`config.mk`:
```
export PLATFORM = sky130hd
export DESIGN_NAME = wfunc_apb_loader
export DESIGN_NICKNAME = d
export VERILOG_FILES = /design/src/rtl/wfunc_apb_loader.sv
export SDC_FILE = /design/constraint.sdc
export NUM_CORES = 1
export LEC_CHECK = 0
export ABC_AREA = 1
export CAP_MARGIN = 20
export CORE_ASPECT_RATIO = 0.7
export CORE_MARGIN = 2
export CORE_UTILIZATION = 42
export DETAILED_ROUTE_END_ITERATION = 7
export PLACE_DENSITY = 0.77
export SKIP_CTS_REPAIR_TIMING = 1
export SLEW_MARGIN = 20
export SYNTH_ARGS = -nofsm -noshare
export SYNTH_HDL_FRONTEND = slang
export SYNTH_SLANG_ARGS = --single-unit
export TNS_END_PERCENT = 10
```
`constraint.sdc`:
```
create_clock -name clk -period 1.7 [get_ports clk]
set_input_delay 0.17 -clock clk [delete_from_list [all_inputs] [get_ports clk]]
set_output_delay 0.17 -clock clk [all_outputs]
set_load 0.005 [all_outputs]
```
`src/rtl/wfunc_apb_loader.sv`:
```
// wfunc_apb_loader: APB initiator that arms the window-function block.
// Soft-resets the window FSM, streams FFT_SIZE coefficients from a
// valid/ready source into window registers, issues CHANGE STATE, then
// polls STATUS until the window block reports WAIT (or gives up).
module wfunc_apb_loader #(
  parameter int FFT_SIZE = 8192,
  parameter int APB_AW   = $clog2(FFT_SIZE-1)+3,
  parameter int POLL_MAX = 15
) (
  input  logic              clk,
  input  logic              rst_n,
  input  logic              start,
  input  logic              coef_tvalid,
  output logic              coef_tready,
  input  logic [31:0]       coef_tdata,
  output logic              psel,
  output logic              penable,
  output logic              pwrite,
  output logic [APB_AW-1:0] paddr,
  output logic [31:0]       pwdata,
  input  logic [31:0]       prdata,
  output logic              busy,
  output logic              done,
  output logic              error
);

  localparam int IDX_W = $clog2(FFT_SIZE);
  localparam int PC_W  = $clog2(POLL_MAX+1);
  localparam logic [APB_AW-1:0] CTRL_ADDR = APB_AW'(FFT_SIZE*4);
  localparam logic [APB_AW-1:0] STAT_ADDR = APB_AW'((FFT_SIZE+1)*4);
  localparam logic [IDX_W-1:0]  IDX_LAST  = IDX_W'(FFT_SIZE-1);
  localparam logic [PC_W-1:0]   POLL_LAST = PC_W'(POLL_MAX-1);
  localparam logic [PC_W-1:0]   POLL_SAT  = PC_W'(POLL_MAX);

  typedef enum logic [3:0] {
    IDLE, SRST, LWAIT, LSET, LACC, CHG, PGAP, POLL, DONE, ERR
  } state_t;

  state_t            state, state_d;
  logic [1:0]        ph, ph_d;          // phase inside multi-cycle states
  logic [IDX_W-1:0]  idx, idx_d;
  logic [PC_W-1:0]   poll_cnt, poll_cnt_d;
  logic [APB_AW-1:0] paddr_d;
  logic [31:0]       pwdata_d;

  // Only the WAIT field of STATUS matters here.
  logic unused_prdata;
  assign unused_prdata = ^{prdata[31:10], prdata[7:0]};

  assign busy  = !(state == IDLE || state == DONE || state == ERR);
  assign done  = (state == DONE);
  assign error = (state == ERR);

  // State, counters and the held APB address/data; reset kills any transfer.
  always_ff @(posedge clk or negedge rst_n) begin
    if (!rst_n) begin
      state    <= IDLE;
      ph       <= '0;
      idx      <= '0;
      poll_cnt <= '0;
      paddr    <= '0;
      pwdata   <= '0;
    end else begin
      state    <= state_d;
      ph       <= ph_d;
      idx      <= idx_d;
      poll_cnt <= poll_cnt_d;
      paddr    <= paddr_d;
      pwdata   <= pwdata_d;
    end
  end

  // Next-state and APB strobes. Address/data are loaded one cycle before
  // setup so they are stable across setup and access.
  always_comb begin
    state_d     = state;
    ph_d        = ph;
    idx_d       = idx;
    poll_cnt_d  = poll_cnt;
    paddr_d     = paddr;
    pwdata_d    = pwdata;
    psel        = 1'b0;
    penable     = 1'b0;
    pwrite      = 1'b0;
    coef_tready = 1'b0;
    case (state)
      IDLE, DONE, ERR: begin
        if (start) begin
          state_d    = SRST;
          ph_d       = '0;
          idx_d      = '0;
          poll_cnt_d = '0;
          paddr_d    = CTRL_ADDR;
          pwdata_d   = 32'h0000_0001;
        end
      end
      SRST: begin
        psel    = 1'b1;
        pwrite  = 1'b1;
        penable = ph[0];
        ph_d    = ph[0] ? 2'd0 : 2'd1;
        if (ph[0]) state_d = LWAIT;
      end
      LWAIT: begin
        coef_tready = 1'b1;
        if (coef_tvalid) begin
          pwdata_d = coef_tdata;
          paddr_d  = APB_AW'({idx, 2'b00});
          state_d  = LSET;
        end
      end
      LSET: begin
        psel    = 1'b1;
        pwrite  = 1'b1;
        state_d = LACC;
      end
      LACC: begin
        psel    = 1'b1;
        penable = 1'b1;
        pwrite  = 1'b1;
        if (idx == IDX_LAST) begin
          state_d  = CHG;
          ph_d     = '0;
          paddr_d  = CTRL_ADDR;
          pwdata_d = 32'h0000_0100;
        end else begin
          idx_d   = idx + 1'b1;
          state_d = LWAIT;
        end
      end
      // ph 0: bus-idle gap after the last word, 1: setup, 2: access
      CHG: begin
        psel    = (ph != 2'd0);
        pwrite  = (ph != 2'd0);
        penable = (ph == 2'd2);
        ph_d    = ph + 2'd1;
        if (ph == 2'd2) begin
          ph_d    = '0;
          state_d = PGAP;
        end
      end
      PGAP: begin
        paddr_d  = STAT_ADDR;
        pwdata_d = '0;
        ph_d     = '0;
        state_d  = POLL;
      end
      POLL: begin
        psel    = 1'b1;
        penable = ph[0];
        ph_d    = ph[0] ? 2'd0 : 2'd1;
        if (ph[0]) begin
          if (prdata[9:8] == 2'b01) begin
            state_d = DONE;
          end else if (poll_cnt == POLL_LAST) begin
            poll_cnt_d = POLL_SAT;
            state_d    = ERR;
          end else begin
            poll_cnt_d = poll_cnt + 1'b1;
            state_d    = PGAP;
          end
        end
      end
      default: state_d = IDLE;
    endcase
  end

endmodule

```
==> results of run 1 <==
synthesized netlist by cell type, types with 5 or more instances:
cell	instances	area, sq um
nand2_2	5	31.28
buf_2	11	55.05
o21ai_0	17	85.08
nand4_1	5	31.28
nor2_1	27	101.4
nand3_1	36	180.2
inv_1	28	105.1
o21ai_1	7	35.03
nand2_1	213	799.5
buf_4	8	60.06
nand3b_1	37	277.8
inv_2	5	18.77
dfrtp_1	69	1727
final cells by class:
| cell class | instances | share of cell area [%] |
|---|---|---|
| repair buffers | 139 | 24.39 |
| inverters | 33 | 2.300 |
| multi-input cells | 370 | 33.00 |
| clock inverters | 3 | 1.230 |
| clock buffers | 12 | 4.851 |
| well taps | 120 | 2.733 |
| flip-flops and latches | 69 | 31.50 |
per-layer routing:
| layer | GRT usage (%) | routed length, um | vias up |
|---|---|---|---|
| met2 | 33.22 | 4735 | 103 |
| met1 | 29.83 | 4877 | 1743 |
| met3 | 5.255 | 533 | 20 |
| li1 | - | - | 1811 |
| met5 | 0 | 0 | - |
| met4 | 6.548 | 164 | 0 |
sequential cells by signal, indices dropped and copies added, names as in the netlist:
register,count
pwdata,32
paddr,14
idx,13
poll_cnt,4
state,4
ph,2
cell usage in the layout, fill, tap and decap left out, types with 2 or more instances in the layout:
master and count:
o21ai_1 8, nand3_1 36, clkbuf_16 9, bufinv_16 2, or2_2 3, dfrtp_1 66
dlymetal6s2s_1 6, nand3b_1 37, nand2_1 206, nor2_4 7, buf_4 38, dfrtp_2 3
inv_2 5, nor2_2 3, clkdlybuf4s50_1 82, nor2_1 23, nand4_1 5, ha_1 3
conb_1 2, inv_1 27, buf_6 7, clkbuf_8 3, nand2_2 10, o21ai_0 15
nand2_4 2, xor2_1 4, buf_12 3
through the flow:
step                      area, sq um  setup TNS [ns]  std cells
after floorplan                  3706               0        493
after global placement           4967        -0.04482        722
after detailed placement         4967         -0.9583        722
after CTS                        5301          -3.525        737
after global routing             5494          -4.651        746
final                            5494        -0.09877        746
kinds of logic after synthesis:
family	count (synthesis)	synth area share [%]
adders and majority gates	3	1.014
other	1	0.1013
DFF	69	46.64
xor gates and xnor gates	4	0.9462
AOI/OAI and AO/OA	27	3.819
buffers and inverters	54	6.860
and+or+nand+nor	334	40.62
how the worst max path moves through the flow:
stage	from	endpoint	slack, ns	depth (start not counted)
floorplan	idx[1]$_DFFE_PN0P_	paddr[15]$_DFFE_PN0P_	0.09	9
global placement	state[0]$_DFFE_PN0P_	psel	-0.02	6
detailed placement	state[2]$_DFFE_PN0P_	pwdata[13]$_DFFE_PN0P_	-0.06	8
CTS	state[0]$_DFFE_PN0P_	psel	-0.39	6
global route	state[1]$_DFFE_PN0P_	idx[0]$_DFFE_PN0P_	-0.11	10
finish	state[2]$_DFFE_PN0P_	pwdata[19]$_DFFE_PN0P_	-0.02	9
power by group:
| part | internal, W | total [W] | switching (W) | leakage (nW) |
|---|---|---|---|---|
| combinational | 0.00176 | 0.00415 | 0.00239 | 1.63 |
| clock | 0.00139 | 0.00207 | 0.000671 | 0.161 |
| sequential | 0.00192 | 0.00211 | 0.000194 | 0.936 |
| total | 0.00508 | 0.00834 | 0.00326 | 2.73 |
==> impl_metrics.tcl, run 1 <==
set metrics [dict create \
    path_cells "buf_6 -> nor2_4 -> buf_4 -> nand3b_1 -> nand2_2 -> nor2_4 -> buf_4 -> nand3b_1 -> nand2_1" \
    h-tree-depth 3 \
    r2r_slack_ns -0.02 \
    grt_max_degree 32 \
    ant_nets 0 \
    drive_gt1_share_pct 16.45 \
    r2r-end "pwdata[19]$_DFFE_PN0P_" \
    critPathKind "reg2reg" \
    max_slew.worst_pin.slew_ns 0.5425 \
    synth_edf_count 0 \
    cts.sinks 69 \
    gp_congestion 0.9286 \
    fin_nets 693 \
    period_needed_ns 1.723 \
    drc 0 \
    setup_slack_ns -0.02294 \
    synth-seq-area-share_pct 46.64 \
    ys_ff_latch 69 \
    cts_made_buffers 9 \
    antenna_found_initial 0 \
    vias 3677 \
    num_rows 28 \
    whs_ns 0.3537 \
    wire_per_inst_um 13.82 \
    grt_use_total_pct 21.38 \
    synth_cells 492 \
    critPathSlowestCell "dfrtp_2" \
    dpl.hpwl_mm 7.205 \
    crit_required_ns 1.97 \
    hold_path_class "in2async" \
    synth_ff_type "dfrtp_1" \
    worstReg2RegStart "state[2]$_DFFE_PN0P_" \
    path_buf_inv 3 \
    setup_viol 10 \
    dieWidth_um 116.2 \
    avgSynthCellArea_sq_um 7.525 \
    async_reset_ff_share_pct 100.0 \
    utilization_pct 64.54 \
    grt_pass1_wl_mm 15.86 \
    die-area_sq_um 9594 \
    status "complete, but fails checks" \
    violations "setup timing" \
    port_buffers 90 \
    grt_pass1_vias 3312 \
    start_kind "flop" \
    clock_latency_ns 0.33 \
    power.density_nw_per_um2 1517 \
    clk_pin_slew_worst_paths_ns 0.06 \
    cp_top_family "simple AND/OR/NAND/NOR gates" \
    pin_count 123 \
    cts_root_buf "clkbuf_16" \
    netlist_area_sq_um 3702 \
    via_per_inst 4.929 \
    drv_slew 0 \
    coreArea_sq_um 8513 \
    start_util_pct 43.49 \
    synth_cell_types 26 \
    num_antenna_cells 0 \
    wl_mm 10.31 \
    cp_max_fo 18 \
    overflow 0 \
    fmax_mhz 580.4 \
    cpPeakStageDelay_ns 0.43 \
    fp.dieH_um 82.55 \
    pre_cts_slack_ns -0.06356 \
    drv_cap 0 \
    r2r.worst_path.cells 9 \
    period_share_pct 101.3 \
    power_leakage_nw 2.732 \
    regArea_sq_um 1730 \
    relSlewSlack_pct 63.83 \
    area_delta_synth_final_pct 48.39 \
    arrival_ns 1.99 \
    tritoncts "built" \
    drtPass1Iterations 4 \
    p_total_w 0.008335 \
    clockBufferDepth 2 \
    rsz0062_at_grt "true" \
    drt_iter0_markers 286 \
    multi_input_area_sq_um 1813 \
    yosysWarnings 0 \
    cp-end-kind "flop" \
    ir_drop_uv 875.4 \
    fin_skew_ns 0.006325 \
    fillers 718 \
    hold_viol_final 0 \
]
No activity file was read; power rests on OpenSTA's default activity.
==> run 2, diff against run 1 <==
- CAP_MARGIN: 20 -> not set
- REMOVE_ABC_BUFFERS: not set -> 1
==> run 2 against run 1 <==
Effect of this change: count of clock-buffer cells in the layout is 1 lower; design area shrank 1.0%; sequential cell count is the same; the flow still finishes with violations (setup timing); maximum frequency increased by 0.63%; largest power group unchanged; hold slack improved by 0.019 ns; critical endpoint is now paddr[4]$_DFFE_PN0P_.
==> impl_metrics.tcl, run 2 (synthesized netlist as in run 1, its figures left out) <==
set metrics [dict create \
    status "complete, but fails checks" \
    violations "setup timing" \
    dpl.hpwl_mm 7.484 \
    drc 0 \
    num_rows 28 \
    grt_max_degree 36 \
    power.share.clock_pct 23.8 \
    cts_made_buffers 9 \
    power_leakage_nw 2.705 \
    fillers 753 \
    crit_path_end "paddr[4]$_DFFE_PN0P_" \
    top_register "pwdata" \
    area_delta_synth_final_pct 46.84 \
    hold_viol_final 0 \
    power.density_nw_per_um2 1488 \
    cp_top_family "simple AND/OR/NAND/NOR gates" \
    crit_start "state[0]$_DFFE_PN0P_" \
    antenna_found_initial 1 \
    crit_required_ns 1.92 \
    largest_reg_flops 32 \
    clockBufferDepth 2 \
    drtPass1Iterations 6 \
    busiest_layer "met2" \
    arrival_ns 1.93 \
    drv_slew 0 \
    p_seq_share_pct 26.1 \
    port_buffers 90 \
    setup_slack_ns -0.01219 \
    clock_latency_ns 0.33 \
    fin_skew_ns 0.007434 \
    fp.dieH_um 82.55 \
    r2r.worst_path.cells 10 \
    crit_top_cell "nand2_1" \
    final_cell_mix "nand2_1 (209), clkdlybuf4s50_1 (82), dfrtp_1 (65)" \
    grt_pass1_vias 3452 \
    cts_root_buf "clkbuf_16" \
    drive_gt1_share_pct 16.03 \
    via_per_inst 4.997 \
    critPathKind "reg2reg" \
    p_sw_w 0.003293 \
    start_util_pct 43.49 \
    fmax_mhz 584.0 \
    cts.sinks 69 \
    clk_pin_slew_worst_paths_ns 0.06 \
    drt_iter0_markers 384 \
    grt_pass1_wl_mm 16.93 \
    tritoncts "built" \
    worstReg2RegStart "state[0]$_DFFE_PN0P_" \
    relSlewSlack_pct 61.10 \
    path_cells "buf_4 -> nor2_4 -> nand2_1 -> inv_1 -> nor2_2 -> nor2_4 -> nand2_2 -> buf_12 -> nand2_1 -> nand2_1" \
    grt_use_met2_pct 33.98 \
    setup_viol 8 \
    max_slew.worst_pin.slew_ns 0.5835 \
    cpPeakStageDelay_ns 0.44 \
    combPwrFrac_pct 50.1 \
    switching_share_pct 40.71 \
    r2r-end "paddr[4]$_DFFE_PN0P_" \
    utilization_pct 63.86 \
    overflow 0 \
    cp_max_fo 32 \
    num_antenna_cells 0 \
    pre_cts_slack_ns -0.1263 \
    ir_drop_uv 706.1 \
    rsz0062_at_grt "true" \
    dieWidth_um 116.2 \
    r2r_slack_ns -0.01 \
    largestRegisters "pwdata x32, paddr x14, idx x13" \
    cp-end-kind "flop" \
    start_kind "flop" \
    period_share_pct 100.7 \
    ant_nets 0 \
    pin_count 123 \
    h-tree-depth 3 \
    vias 3718 \
    use_met1_pct 33.43 \
    critPathSlowestCell "dfrtp_2" \
    drv_cap 0 \
    wl_mm 10.70 \
    crit_cells 10 \
    layout_commonest_cell "nand2_1" \
    gp_congestion 0.8600 \
    path_buf_inv 3 \
    hold_path_class "in2async" \
    wire_per_inst_um 14.38 \
    period_needed_ns 1.712 \
    fin_nets 690 \
    coreArea_sq_um 8513 \
    grt_use_total_pct 22.82 \
    gr-usage-met3_pct 6.496 \
    power.internal_w 0.004796 \
    die-area_sq_um 9594 \
]
==> run 2: cell count changes in the layout (fill, tap and decap cells not counted), sizes merged <==
cell	before	now
buf	49	47
bufinv	2	1
clkbuf	13	11
clkinv	0	2
clkinvlp	1	2
==> run 2: per-layer routing <==
| metal | share of wire, % | routed length [um] |
|---|---|---|
| met3 | 7.1 | 763 |
| met5 | 0 | 0 |
| met4 | 0.64 | 68 |
| met1 | 49 | 5210 |
| met2 | 44 | 4653 |
==> run 2: power groups by stage <==
stage	combinational [W]	sequential (W)	clock, W
after floorplan	0.00187	0.00212	0
after global placement	0.00378	0.00213	0
after detailed placement	0.00383	0.00213	0
after CTS	0.00384	0.00211	0.00195
after global routing	0.00445	0.00215	0.00203
final	0.00405	0.00211	0.00192
==> run 2: how the worst min path moves through the flow <==
stage           from               endpoint  slack [ns]
2_1_floorplan  rst_n     idx[0]$_DFFE_PN0P_       -0.13
3_3_place_gp   rst_n      ph[0]$_DFFE_PN0P_        0.19
3_5_place_dp   rst_n      ph[1]$_DFFE_PN0P_        0.20
4_1_cts        rst_n      ph[1]$_DFFE_PN0P_       -0.16
5_1_grt        rst_n  paddr[11]$_DFFE_PN0P_        0.40
6_report       rst_n      ph[1]$_DFFE_PN0P_        0.37
==> run 2: layout make-up <==
class | count | area (sq um) | share of cell area [%]
Clock buffer | 11 | 252.7 | 4.649
Clock inverter | 5 | 58.81 | 1.082
Inverter | 33 | 123.9 | 2.278
Multi-Input combinational cell | 370 | 1792 | 32.96
Sequential cell | 69 | 1732 | 31.85
Tap cell | 120 | 150.1 | 2.762
Timing Repair Buffer | 136 | 1328 | 24.42
==> run 2: metrics by stage <==
step           hold WS (ns)  total power, W  cells  setup TNS, ns  area [sq um]
2_1_floorplan       -0.1256        0.003986    472         -59.11          3576
3_3_place_gp         0.1906        0.005910    720         -1.981          4977
3_5_place_dp         0.1979        0.005960    720         -2.301          4977
4_1_cts             -0.1557        0.007898    736         -4.765          5289
5_1_grt              0.4031        0.008623    744         -5.879          5436
6_report             0.3727        0.008089    744       -0.04690          5436
==> run 3, diff against run 2 <==
- MAX_ROUTING_LAYER: not set -> met4
==> run 3 against run 2 <==
Effect of this change: power is 1.4% higher; design area rose by 0.14%; die area did not move; clock power is 8% higher; sequential share of layout area hardly changed; clock skew shrank 0.00070 ns; largest cell class unchanged; hold slack better by 0.015 ns; wire length increased by 0.47%; critical endpoint is now paddr[6]$_DFFE_PN0P_; critical path depth rose by 2; the flow still finishes with violations (setup timing); non-clock buffer count did not move; combinational power is 1% lower.
==> impl_metrics.tcl, run 3 (synthesized netlist as in run 1, its figures left out) <==
set metrics [dict create \
    overflow 0 \
    cts_made_buffers 9 \
    vias 3720 \
    grt_pass1_vias 3446 \
    period_needed_ns 1.753 \
    num_antenna_cells 0 \
    power.density_nw_per_um2 1507 \
    cpPeakStageDelay_ns 0.43 \
    path_cells "buf_6 -> buf_4 -> inv_4 -> nor2_4 -> nand2_4 -> nand2_4 -> nor2_2 -> nor2_4 -> nand2_2 -> buf_12 -> nand2_1 -> nand2_1" \
    cp_top_family "simple AND/OR/NAND/NOR gates" \
    relSlewSlack_pct 58.76 \
    grt_use_total_pct 23.95 \
    grt_pass1_wl_mm 16.96 \
    hold_viol_final 0 \
    fin_nets 690 \
    clock_latency_ns 0.34 \
    via_per_inst 5.000 \
    r2r_slack_ns -0.05 \
    critPathKind "reg2reg" \
    antenna_found_initial 0 \
    r2r-end "paddr[6]$_DFFE_PN0P_" \
    setup_slack_ns -0.05322 \
    cp_max_fo 32 \
    r2r.worst_path.cells 12 \
    tns_ns -1.028 \
    dieWidth_um 116.2 \
    worstReg2RegStart "state[2]$_DFFE_PN0P_" \
    die-area_sq_um 9594 \
    largestRegisters "pwdata x32, paddr x14, idx x13" \
    rsz0062_at_grt "true" \
    arrival_ns 1.98 \
    layout_commonest_cell "nand2_1" \
    tritoncts "built" \
    crit_required_ns 1.92 \
    drc 0 \
    clockBufferDepth 2 \
    h-tree-depth 3 \
    utilization_pct 63.95 \
    fin_skew_ns 0.006734 \
    crit_start "state[2]$_DFFE_PN0P_" \
    drtPass1Iterations 5 \
    drive_gt1_share_pct 16.83 \
    setup_viol 50 \
    start_kind "flop" \
    drt_iter0_markers 388 \
    cts_root_buf "clkbuf_16" \
    crit_cells 12 \
    cp-end-kind "flop" \
    max_slew.worst_pin.slew_ns 0.6185 \
    area_delta_synth_final_pct 47.04 \
    gp_congestion 0.8711 \
    port_buffers 90 \
    fmax_mhz 570.4 \
    hold_path_class "in2async" \
    largest_reg_flops 32 \
    status "complete, but fails checks" \
    power_leakage_nw 2.712 \
    ir_drop_uv 739.8 \
    path_buf_inv 4 \
    num_rows 28 \
    drv_cap 0 \
    start_util_pct 43.49 \
    top_register "pwdata" \
    pin_count 123 \
    drv_slew 0 \
    wl_mm 10.75 \
    coreArea_sq_um 8513 \
    fp.dieH_um 82.55 \
    clk_pin_slew_worst_paths_ns 0.06 \
    final_cell_mix "nand2_1 (206), clkdlybuf4s50_1 (82), dfrtp_1 (64)" \
    critPathSlowestCell "dfrtp_2" \
    dpl.hpwl_mm 7.527 \
    grt_max_degree 37 \
    cts.sinks 69 \
    ant_nets 0 \
    p_total_w 0.008202 \
    whs_ns 0.3881 \
    wire_per_inst_um 14.44 \
    period_share_pct 103.1 \
    violations "setup timing" \
    crit_path_end "paddr[6]$_DFFE_PN0P_" \
]
run 3: final cells by class:
| class | instances | area (sq um) |
|---|---|---|
| Timing Repair Buffer | 136 | 1292 |
| Fill cell | 731 | 3069 |
| Inverter | 33 | 126.4 |
| Clock inverter | 5 | 82.58 |
| Multi-Input combinational cell | 370 | 1807 |
| Sequential cell | 69 | 1733 |
| Tap cell | 120 | 150.1 |
| Clock buffer | 11 | 252.7 |
run 3: metal layers:
layer	wire [um]	global-route usage, %	up-vias
li1	-	-	1803
met1	5202	33.26	1755
met2	4657	34.44	150
met3	798	7.226	12
met4	87	5.952	0
met5	0	-	-
run 3: stage by stage:
stage / area [sq um] / instances / worst slack (ns)
2_1_floorplan: 3576 / 472 / -1.222
3_3_place_gp: 4957 / 719 / -0.1446
3_5_place_dp: 4957 / 719 / -0.1032
4_1_cts: 5293 / 735 / -0.4745
5_1_grt: 5444 / 744 / -0.1580
6_report: 5444 / 744 / -0.05322
run 3: worst min-delay path by stage:
| stage | startpoint | end |
|---|---|---|
| floorplan | rst_n | idx[0]$_DFFE_PN0P_ |
| global placement | rst_n | idx[8]$_DFFE_PN0P_ |
| detailed placement | rst_n | idx[8]$_DFFE_PN0P_ |
| CTS | rst_n | idx[7]$_DFFE_PN0P_ |
| global route | rst_n | idx[7]$_DFFE_PN0P_ |
| finish | rst_n | idx[7]$_DFFE_PN0P_ |
run 3: report_power, final:
group          leakage (nW)  internal, W  switching (W)  total (W)
Clock                 0.166      0.00137       0.000712    0.00208
Combinational          1.61      0.00161        0.00238    0.00400
Sequential            0.933      0.00192       0.000208    0.00213
